$ cat src/rtl/adc_multi_scaler.sv
// adc_multi_scaler: per-channel block averager feeding a multiply/shift
// scaler with saturation and a show-ahead output FIFO.
`timescale 1ns/1ps

// Single-channel block averager: sums 2^AVG_POWER samples, then reports the
// mean combinationally on the sample that completes the block.
module adc_ch_avg #(
    parameter int DATA_W    = 16,
    parameter int AVG_POWER = 8
) (
    input  logic              clk,
    input  logic              reset_n,
    input  logic              clear,
    input  logic              hit,
    input  logic [DATA_W-1:0] data,
    output logic              done,
    output logic [DATA_W-1:0] avg
);
    localparam int ACC_W = DATA_W + AVG_POWER;

    logic [ACC_W-1:0]     acc;
    logic [ACC_W-1:0]     sum;
    logic [AVG_POWER-1:0] cnt;

    assign sum  = acc + ACC_W'(data);
    assign done = hit & (&cnt);
    assign avg  = sum[ACC_W-1:AVG_POWER];

    // Accumulate accepted samples; restart the block on the completing one
    always_ff @(posedge clk or negedge reset_n) begin
        if (!reset_n) begin
            acc <= '0;
            cnt <= '0;
        end else if (clear) begin
            acc <= '0;
            cnt <= '0;
        end else if (hit) begin
            if (&cnt) begin
                acc <= '0;
                cnt <= '0;
            end else begin
                acc <= sum;
                cnt <= cnt + 1'b1;
            end
        end
    end
endmodule

module adc_multi_scaler #(
    parameter int          NUM_CH         = 4,
    parameter int          DATA_W         = 16,
    parameter int          AVG_POWER      = 8,
    parameter int unsigned SCALING_FACTOR = 79993,
    parameter int          SHIFT_FACTOR   = 19,
    parameter int          FIFO_DEPTH     = 4,
    parameter int          CH_W           = 4
) (
    input  logic              clk,
    input  logic              reset_n,
    input  logic              en,
    input  logic              clear,
    input  logic              sample_valid,
    input  logic [CH_W-1:0]   sample_ch,
    input  logic [DATA_W-1:0] sample_data,
    output logic              result_valid,
    input  logic              result_ready,
    output logic [CH_W-1:0]   result_ch,
    output logic [DATA_W-1:0] result_avg,
    output logic [DATA_W-1:0] result_scaled,
    output logic              result_sat,
    output logic              overflow_err,
    output logic              bad_ch_err,
    input  logic              clear_err
);
    localparam int PROD_W = DATA_W + $clog2(SCALING_FACTOR) + 1;
    localparam int AW     = $clog2(FIFO_DEPTH);
    localparam int STAGES = 2;
    localparam logic [CH_W:0]   NUM_CH_L = (CH_W+1)'(NUM_CH);
    localparam logic [PROD_W-1:0] SCALE_L = PROD_W'(SCALING_FACTOR);

    typedef struct packed {
        logic [CH_W-1:0]   ch;
        logic [DATA_W-1:0] avg;
        logic [DATA_W-1:0] scaled;
        logic              sat;
    } res_t;

    // ---------------- sample intake ----------------
    logic in_range, accept, bad_evt;
    assign in_range = ({1'b0, sample_ch} < NUM_CH_L);
    assign accept   = sample_valid & en & ~clear & in_range;
    assign bad_evt  = sample_valid & ~in_range;

    logic [NUM_CH-1:0]             ch_hit;
    logic [NUM_CH-1:0]             ch_done;
    logic [NUM_CH-1:0][DATA_W-1:0] ch_avg;

    for (genvar c = 0; c < NUM_CH; c++) begin : g_ch
        assign ch_hit[c] = accept & (sample_ch == CH_W'(c));
        adc_ch_avg #(.DATA_W(DATA_W), .AVG_POWER(AVG_POWER)) u_avg (
            .clk     (clk),
            .reset_n (reset_n),
            .clear   (clear),
            .hit     (ch_hit[c]),
            .data    (sample_data),
            .done    (ch_done[c]),
            .avg     (ch_avg[c])
        );
    end

    // At most one channel completes per cycle, so a priority pick is exact
    logic              cmp_done;
    logic [CH_W-1:0]   cmp_ch;
    logic [DATA_W-1:0] cmp_avg;
    always_comb begin
        cmp_done = |ch_done;
        cmp_ch   = '0;
        cmp_avg  = '0;
        for (int c = 0; c < NUM_CH; c++) begin
            if (ch_done[c]) begin
                cmp_ch  = CH_W'(c);
                cmp_avg = ch_avg[c];
            end
        end
    end

    // ---------------- scaler pipeline ----------------
    logic [STAGES:0]   vld_pipe;
    logic [CH_W-1:0]   s1_ch, s2_ch;
    logic [DATA_W-1:0] s1_avg, s2_avg;
    logic [PROD_W-1:0] s2_prod, s2_shift;
    res_t              s3;

    assign s2_shift = s2_prod >> SHIFT_FACTOR;

    // Average -> full-width product -> shifted and saturated result
    always_ff @(posedge clk or negedge reset_n) begin
        if (!reset_n) begin
            vld_pipe <= '0;
            s1_ch    <= '0;
            s1_avg   <= '0;
            s2_ch    <= '0;
            s2_avg   <= '0;
            s2_prod  <= '0;
            s3       <= '0;
        end else begin
            vld_pipe <= {vld_pipe[STAGES-1:0], cmp_done};
            if (cmp_done) begin
                s1_ch  <= cmp_ch;
                s1_avg <= cmp_avg;
            end
            if (vld_pipe[0]) begin
                s2_ch   <= s1_ch;
                s2_avg  <= s1_avg;
                s2_prod <= PROD_W'(s1_avg) * SCALE_L;
            end
            if (vld_pipe[1]) begin
                s3.ch  <= s2_ch;
                s3.avg <= s2_avg;
                s3.sat <= |s2_shift[PROD_W-1:DATA_W];
                s3.scaled <= (|s2_shift[PROD_W-1:DATA_W]) ? {DATA_W{1'b1}}
                                                          : s2_shift[DATA_W-1:0];
            end
        end
    end

    // ---------------- output FIFO ----------------
    res_t          mem [FIFO_DEPTH];
    logic [AW-1:0] wr_ptr, rd_ptr;
    logic [AW:0]   count;
    res_t          head, hold_q, show;
    logic          full, do_pop, do_push, ovf_evt;

    assign full         = (count == (AW+1)'(FIFO_DEPTH));
    assign result_valid = (count != '0);
    assign do_pop       = result_valid & result_ready;
    assign do_push      = vld_pipe[STAGES] & (~full | do_pop);
    assign ovf_evt      = vld_pipe[STAGES] & full & ~do_pop;
    assign head         = mem[rd_ptr];
    assign show         = result_valid ? head : hold_q;

    assign result_ch     = show.ch;
    assign result_avg    = show.avg;
    assign result_scaled = show.scaled;
    assign result_sat    = show.sat;

    // Ring buffer; hold_q keeps the last head visible once the FIFO drains
    always_ff @(posedge clk or negedge reset_n) begin
        if (!reset_n) begin
            wr_ptr <= '0;
            rd_ptr <= '0;
            count  <= '0;
            hold_q <= '0;
            for (int i = 0; i < FIFO_DEPTH; i++) mem[i] <= '0;
        end else begin
            if (do_push) begin
                mem[wr_ptr] <= s3;
                wr_ptr      <= wr_ptr + 1'b1;
            end
            if (do_pop) rd_ptr <= rd_ptr + 1'b1;
            count <= count + {{AW{1'b0}}, do_push} - {{AW{1'b0}}, do_pop};
            if (result_valid) hold_q <= head;
        end
    end

    // Sticky error flags; a new event beats a same-cycle clear_err
    always_ff @(posedge clk or negedge reset_n) begin
        if (!reset_n) begin
            overflow_err <= 1'b0;
            bad_ch_err   <= 1'b0;
        end else begin
            if (ovf_evt)        overflow_err <= 1'b1;
            else if (clear_err) overflow_err <= 1'b0;
            if (bad_evt)        bad_ch_err <= 1'b1;
            else if (clear_err) bad_ch_err <= 1'b0;
        end
    end
endmodule

$ cat config.mk
export PLATFORM = sky130hd
export DESIGN_NAME = adc_multi_scaler
export DESIGN_NICKNAME = d
export VERILOG_FILES = /design/src/rtl/adc_multi_scaler.sv
export SDC_FILE = /design/constraint.sdc
export NUM_CORES = 1
export LEC_CHECK = 0
export ABC_AREA = 0
export CAP_MARGIN = 40
export CORE_AREA = 2 2 202 204
export CTS_CLUSTER_DIAMETER = 150
export CTS_CLUSTER_SIZE = 12
export DETAILED_ROUTE_END_ITERATION = 6
export DIE_AREA = 0 0 204 206
export HOLD_SLACK_MARGIN = 0.03
export PLACE_DENSITY_LB_ADDON = 0.1
export SYNTH_ARGS = -nofsm -noshare
export SYNTH_HDL_FRONTEND = slang
export SYNTH_SLANG_ARGS = --single-unit
$ cat constraint.sdc
create_clock -name clk -period 11.7 [get_ports clk]
set_input_delay 2.34 -clock clk [delete_from_list [all_inputs] [get_ports clk]]
set_output_delay 2.34 -clock clk [all_outputs]
set_load 0.02 [all_outputs]
---- Word-level counts from Yosys, hierarchy flattened ----
Index checks and enable logic that the tools add are counted.
W data, S select, Z words.
cells by class
  add/subtract/negate cells ............... 12
  reductions and logical operators ........ 14
  equality and inequality tests ........... 4
  muxes and demuxes ....................... 41
  multiply operators ...................... 1
  order comparisons ....................... 4
  bitwise logic cells ..................... 23
operator list
  operator                  count
  $mux W24                  12
  $bwmux W148               1
  $mux W37                  4
  $add A24 B16 Y24          4
  $mux W8                   12
  $bmux W37 S2              1
  $demux W37 S2             1
  $mux W16                  4
  $mul A16 B17 Y33 const B  1
  $add A8 B1 Y8 const B     4
  $reduce_and A8 Y1         4
  $and A1 B1 Y1             16
  $reduce_bool A2 Y1        6
  $eq A4 B2 Y1 const B      2
  $ge A3 B3 Y1 const B      2
  $not A2 Y3                2
  $add A2 B1 Y2 const B     2
  $eq A4 B1 Y1 const B      1
  $logic_not A4 Y1          1
  $lt A4 B3 Y1 const B      1
  $mux W1                   4
  $mux W4                   1
  $not A1 Y1                4
  $reduce_or A4 Y1          1
  other kinds (8)           8
storage, ports and cells
  word-level logic and storage cells ...... 141
  register bits ........................... 432
  output and inout bits ................... 40
  input bits .............................. 27

---- Logic depth before layout (Yosys ltp) ----
  depth in word-level cells ............... 9
  mapped depth ............................ 19
  gate-level depth less buffers ........... 19

---- Hierarchy ----
Synthesis repeated with hierarchy kept, for this count alone.
second synthesis, totals
  cells, all modules ...................... 2249
  area total of the unflattened synthesis .. 24372.1 µm²
by module, submodules not included
  module                           instances  area an instance (µm²)  cells each  seq. area each (µm²)
  adc_multi_scaler                 1          15173.3                 1218        6481.2
  adc_ch_avg at g_ch[1].u_avg ...  3          2212.1                  247         800.8
  adc_ch_avg at g_ch[0].u_avg      1          2562.5                  290         800.8

---- Worst setup path after synthesis ----
No wires, ideal clock.
  path type ............................... reg-to-reg
  start ................................... register s1_avg[13]
  end ..................................... register s2_prod[26]
  arrival ................................. 5.092 ns
  period minus slack after synthesis ...... 5.217 ns
  required time ........................... 11.575 ns
  path buffers ............................ 0
  path slack .............................. 6.483 ns
  stages on the path, launching flop included .. 18
  setup time .............................. 0.125 ns
  path through ............................ dfrtp_1 > fa_1 > inv_1 > fa_1 > fa_1 > fa_1 > fa_1 > inv_1 > ha_1 > ha_1 > a21o_1 > a21o_1 > a221o_1 > a21o_1 > a41oi_1 > o21bai_1 > xor2_1 > mux2_2
between the ends
  longest elaborated chain between the ends .. 1
ends and longest elaborated chain
  what                    RTL line  text
  from (decl)             130       logic [DATA_W-1:0] s1_avg, s2_avg;
  from (signal assigned)  150       s1_avg <= cmp_avg;
  $mul A16 B17 Y33        155       s2_prod <= PROD_W'(s1_avg) * SCALE_L;
  to (signal assigned)    155
  to (decl)               131       logic [PROD_W-1:0] s2_prod, s2_shift;
No other way between the ends.
A chain may end at the register's enable or synchronous reset.

---- Worst setup path after layout ----
  start ................................... register s1_avg[5]
  end ..................................... register s2_prod[31]
The elaborated chain is that of the path after synthesis.

==> results.sh <==
export IMPL_status="finished clean"
export IMPL_intPower_mw=2.07
export IMPL_post_cts_setup_buffer_count=0
export IMPL_io_pins=67
export IMPL_max_slew_margin_pct=42.1
export IMPL_cp_start_kind="flop"
export IMPL_ctsHtreeMaxLevel=2
export IMPL_fin_cells=2777
export IMPL_hpwl_um=38800
export IMPL_path_cells="fa_1 -> fa_1 -> fa_1 -> fa_1 -> fa_1 -> ha_1 -> ha_1 -> o21a_1 -> o21ai_0 -> a21oi_1 -> nor4b_1 -> a21boi_1 -> and2b_1 -> o21a_1 -> a31o_2"
export IMPL_vias=16700
export IMPL_syn2layout_area_growth_pct=9.83
export IMPL_hold_path_class="flop to flop"
export IMPL_grt_pass1_wl_um=88100
export IMPL_tns_ns=0
export IMPL_fp_dieW_um=204
export IMPL_diodes=0
export IMPL_initial_core_util_pct=59.1
export IMPL_yosysSeqAreaShare_pct=40.8
export IMPL_synth_top_cells_by_area="dfrtp_1, ha_1, mux2_2"
export IMPL_path_max_fanout=9
export IMPL_routed_via_density=6.02
export IMPL_vdd_ir_drop_max_uv=106
export IMPL_cp_common_cell="fa_1"
export IMPL_synth_nets=2498
export IMPL_rsz0062_at_grt="no"
export IMPL_setup_viol=0
export IMPL_layout_drive_gt1_share_pct=14.0
export IMPL_synthMostInstantiatedCell="dfrtp_1"
export IMPL_p_leak_nw=13.2
export IMPL_grt_usage_pct=26.4
export IMPL_yosysWarnings=0
export IMPL_yosys_top_cells_count="dfrtp_1, nand2_1, ha_1"
export IMPL_cts_tree="yes"
export IMPL_async_reset_ff_share_pct=100
export IMPL_core_um2=40200
export IMPL_synth_main_ff_cell="dfrtp_1"
export IMPL_syn_area_um2=23800
export IMPL_synth_cell_type_count=85
export IMPL_path_class="flop to flop"
export IMPL_insertion_delay_ns=0.56
export IMPL_drv_cap=0
export IMPL_hold_violations=0
export IMPL_combPwrFrac_pct=11.4
export IMPL_end_kind="flop"
export IMPL_rows=74
export IMPL_ctsResizeCount=0
export IMPL_synth_seq_cells=387
export IMPL_nNetsFinal=2557
export IMPL_grt_antenna_before_repair=0
export IMPL_synth_top_area_share_pct=40.8
export IMPL_fin_util_pct=64.9
export IMPL_drt_iter0_markers=1076
export IMPL_slew_viol_final=0
export IMPL_skew_ns=0.0251
export IMPL_swShare_pct=26.0
export IMPL_fin_crit_ns=5.77
export IMPL_timing_final_ws_setup_ns=5.93
export IMPL_placed_cells_incl_taps=2734
export IMPL_dieArea_um2=42000
export IMPL_drt_pass1_iterations=6
export IMPL_power_switching_uw=729
export IMPL_io_buffers=66
export IMPL_grt_max_degree=159
export IMPL_postRouteAntennaNets=0
export IMPL_cp_arrival_ns=6.20
export IMPL_seqPwrFrac_pct=49.2
export IMPL_cts_root_buf="clkbuf_16"
export IMPL_dp_slack_ns=5.84
export IMPL_syn_inst=2183
export IMPL_drc_errors=0
export IMPL_clkPwrFrac_pct=39.4
export IMPL_p_per_area_nw_per_um2=107
export IMPL_critPathTopFamily="adder cells"
export IMPL_clk_pin_slew_worst_paths_ns=0.06
export IMPL_cp_slowest_cell="dfrtp_1"
export IMPL_max_clock_path_buffers=3
export IMPL_numClockSinks=387
export IMPL_required_ns=12.13
export IMPL_first_global_vias=16900
export IMPL_synth_largest_area_cell="dfrtp_1"
export IMPL_path_buf_inv=0
export IMPL_avgRoutedWirePerCell_um=19.5
export IMPL_tightestPinTransition_ns=0.863
export IMPL_design_area_um2=26100
export IMPL_placed_cell_area_um2=25100
export IMPL_cpPeakStageDelay_ns=0.60
export IMPL_fmax_ghz=0.173
export IMPL_synth_edf_count=0
export IMPL_numCtsBuffers=38
export IMPL_period_share_pct=49.3
export IMPL_grt_overflow=0
export IMPL_drt_wl_total_um=54100
export IMPL_gp_congestion=0.900
export IMPL_chipHeight_um=206
export IMPL_holdBufCountCts=0
export IMPL_avgSynthCellArea_um2=10.9
-- tightest hold or removal path: cells and delay by family, from the launching register on --
kind | cells | cell delay, ns
DFF | 1 | 0.32
and+or+nand+nor | 2 | 0.10
-- worst paths after layout --
kind                                 start     endpoint  slack [ns]  depth (start not counted)
worst max-delay path             s1_avg[5]  s2_prod[31]        5.93                         15
worst min register to register  hold_q[26]   hold_q[26]        0.46                          2
worst min-delay path            hold_q[26]   hold_q[26]        0.46                          2
max in group asynchronous          reset_n  vld_pipe[2]        8.30                          5
min in group asynchronous          reset_n      mem[43]        1.78                          1
worst max register to register   s1_avg[5]  s2_prod[31]        5.93                         15
-- layout by cell type, fill, tap and decap left out, types with 4 or more instances in the layout --
cell               n
o22ai_1           13
o21bai_1           9
buf_4             20
a21boi_0           5
o31ai_1           13
or2_2              8
o21ai_1            6
o21a_1            11
mux4_2            32
a31oi_1           15
mux2_2           184
nor2_1            98
a211o_1            6
a221oi_1           4
a211oi_1          17
a22o_1            30
nand3_1           32
a21o_1            34
inv_1            132
nand2_1          262
dfrtp_1          386
ha_1             211
or3_1              5
nand4_1           19
clkbuf_16         39
xor2_1            51
xnor2_1           54
nor3_1            18
or4_1              5
clkdlybuf4s50_1   65
and2_1            16
and3_1            25
mux2i_1            7
o21ai_0          141
o211ai_1          10
a21oi_1           88
fa_1              77
nor2b_1            7
nand2b_1          10
-- layer usage --
layer	GRT usage [%]	share of wire, %	vias up
met3	2.89	3.9	87
met4	7.56	2.5	0
met1	34.7	44	8443
li1	-	-	7838
met2	46.7	50	345
met5	0	0	-
-- power by group through the flow --
stage / clock (mW) / sequential (mW) / combinational, mW
after floorplan: 0 / 1.40 / 0.210
after global placement: 0 / 1.40 / 0.311
after detailed placement: 0 / 1.40 / 0.319
after CTS: 1.13 / 1.38 / 0.321
after global routing: 1.18 / 1.38 / 0.357
final: 1.10 / 1.38 / 0.320
-- metrics by stage --
stage	power (mW)	hold slack, ns
after floorplan	1.61	0.352
after global placement	1.71	0.446
after detailed placement	1.72	0.453
after CTS	2.83	0.466
after global routing	2.91	0.490
final	2.80	0.461
-- final cells by class --
class | instances | area [um^2]
fill | 3197 | 14100
inverter | 135 | 507
timing repair buffer | 91 | 933
multi-input combinational | 1589 | 13300
clock inverter | 3 | 40.0
sequential | 387 | 9690
tap | 532 | 666
clock buffer | 40 | 980
-- cells by family after synthesis --
group	Yosys count	share of synthesized area (%)
AOI/OAI and AO/OA	443	12.1
and+or+nand+nor	530	10.3
adders and majority gates	288	17.6
DFF	387	40.8
muxes	223	12.0
xor gates and xnor gates	105	3.87
buffers and inverters	207	3.39
-- state kept, by name (all words and copies together) (netlist names), 2 cells and up --
name,cells
count,3
g_ch.u_avg.acc,96
g_ch.u_avg.cnt,32
hold_q,37
mem,128
rd_ptr,2
s1_avg,16
s1_ch,2
s2_avg,16
s2_ch,2
s2_prod,14
s3,32
vld_pipe,3
wr_ptr,2
Note: power is estimated with default switching activity, not from simulation.
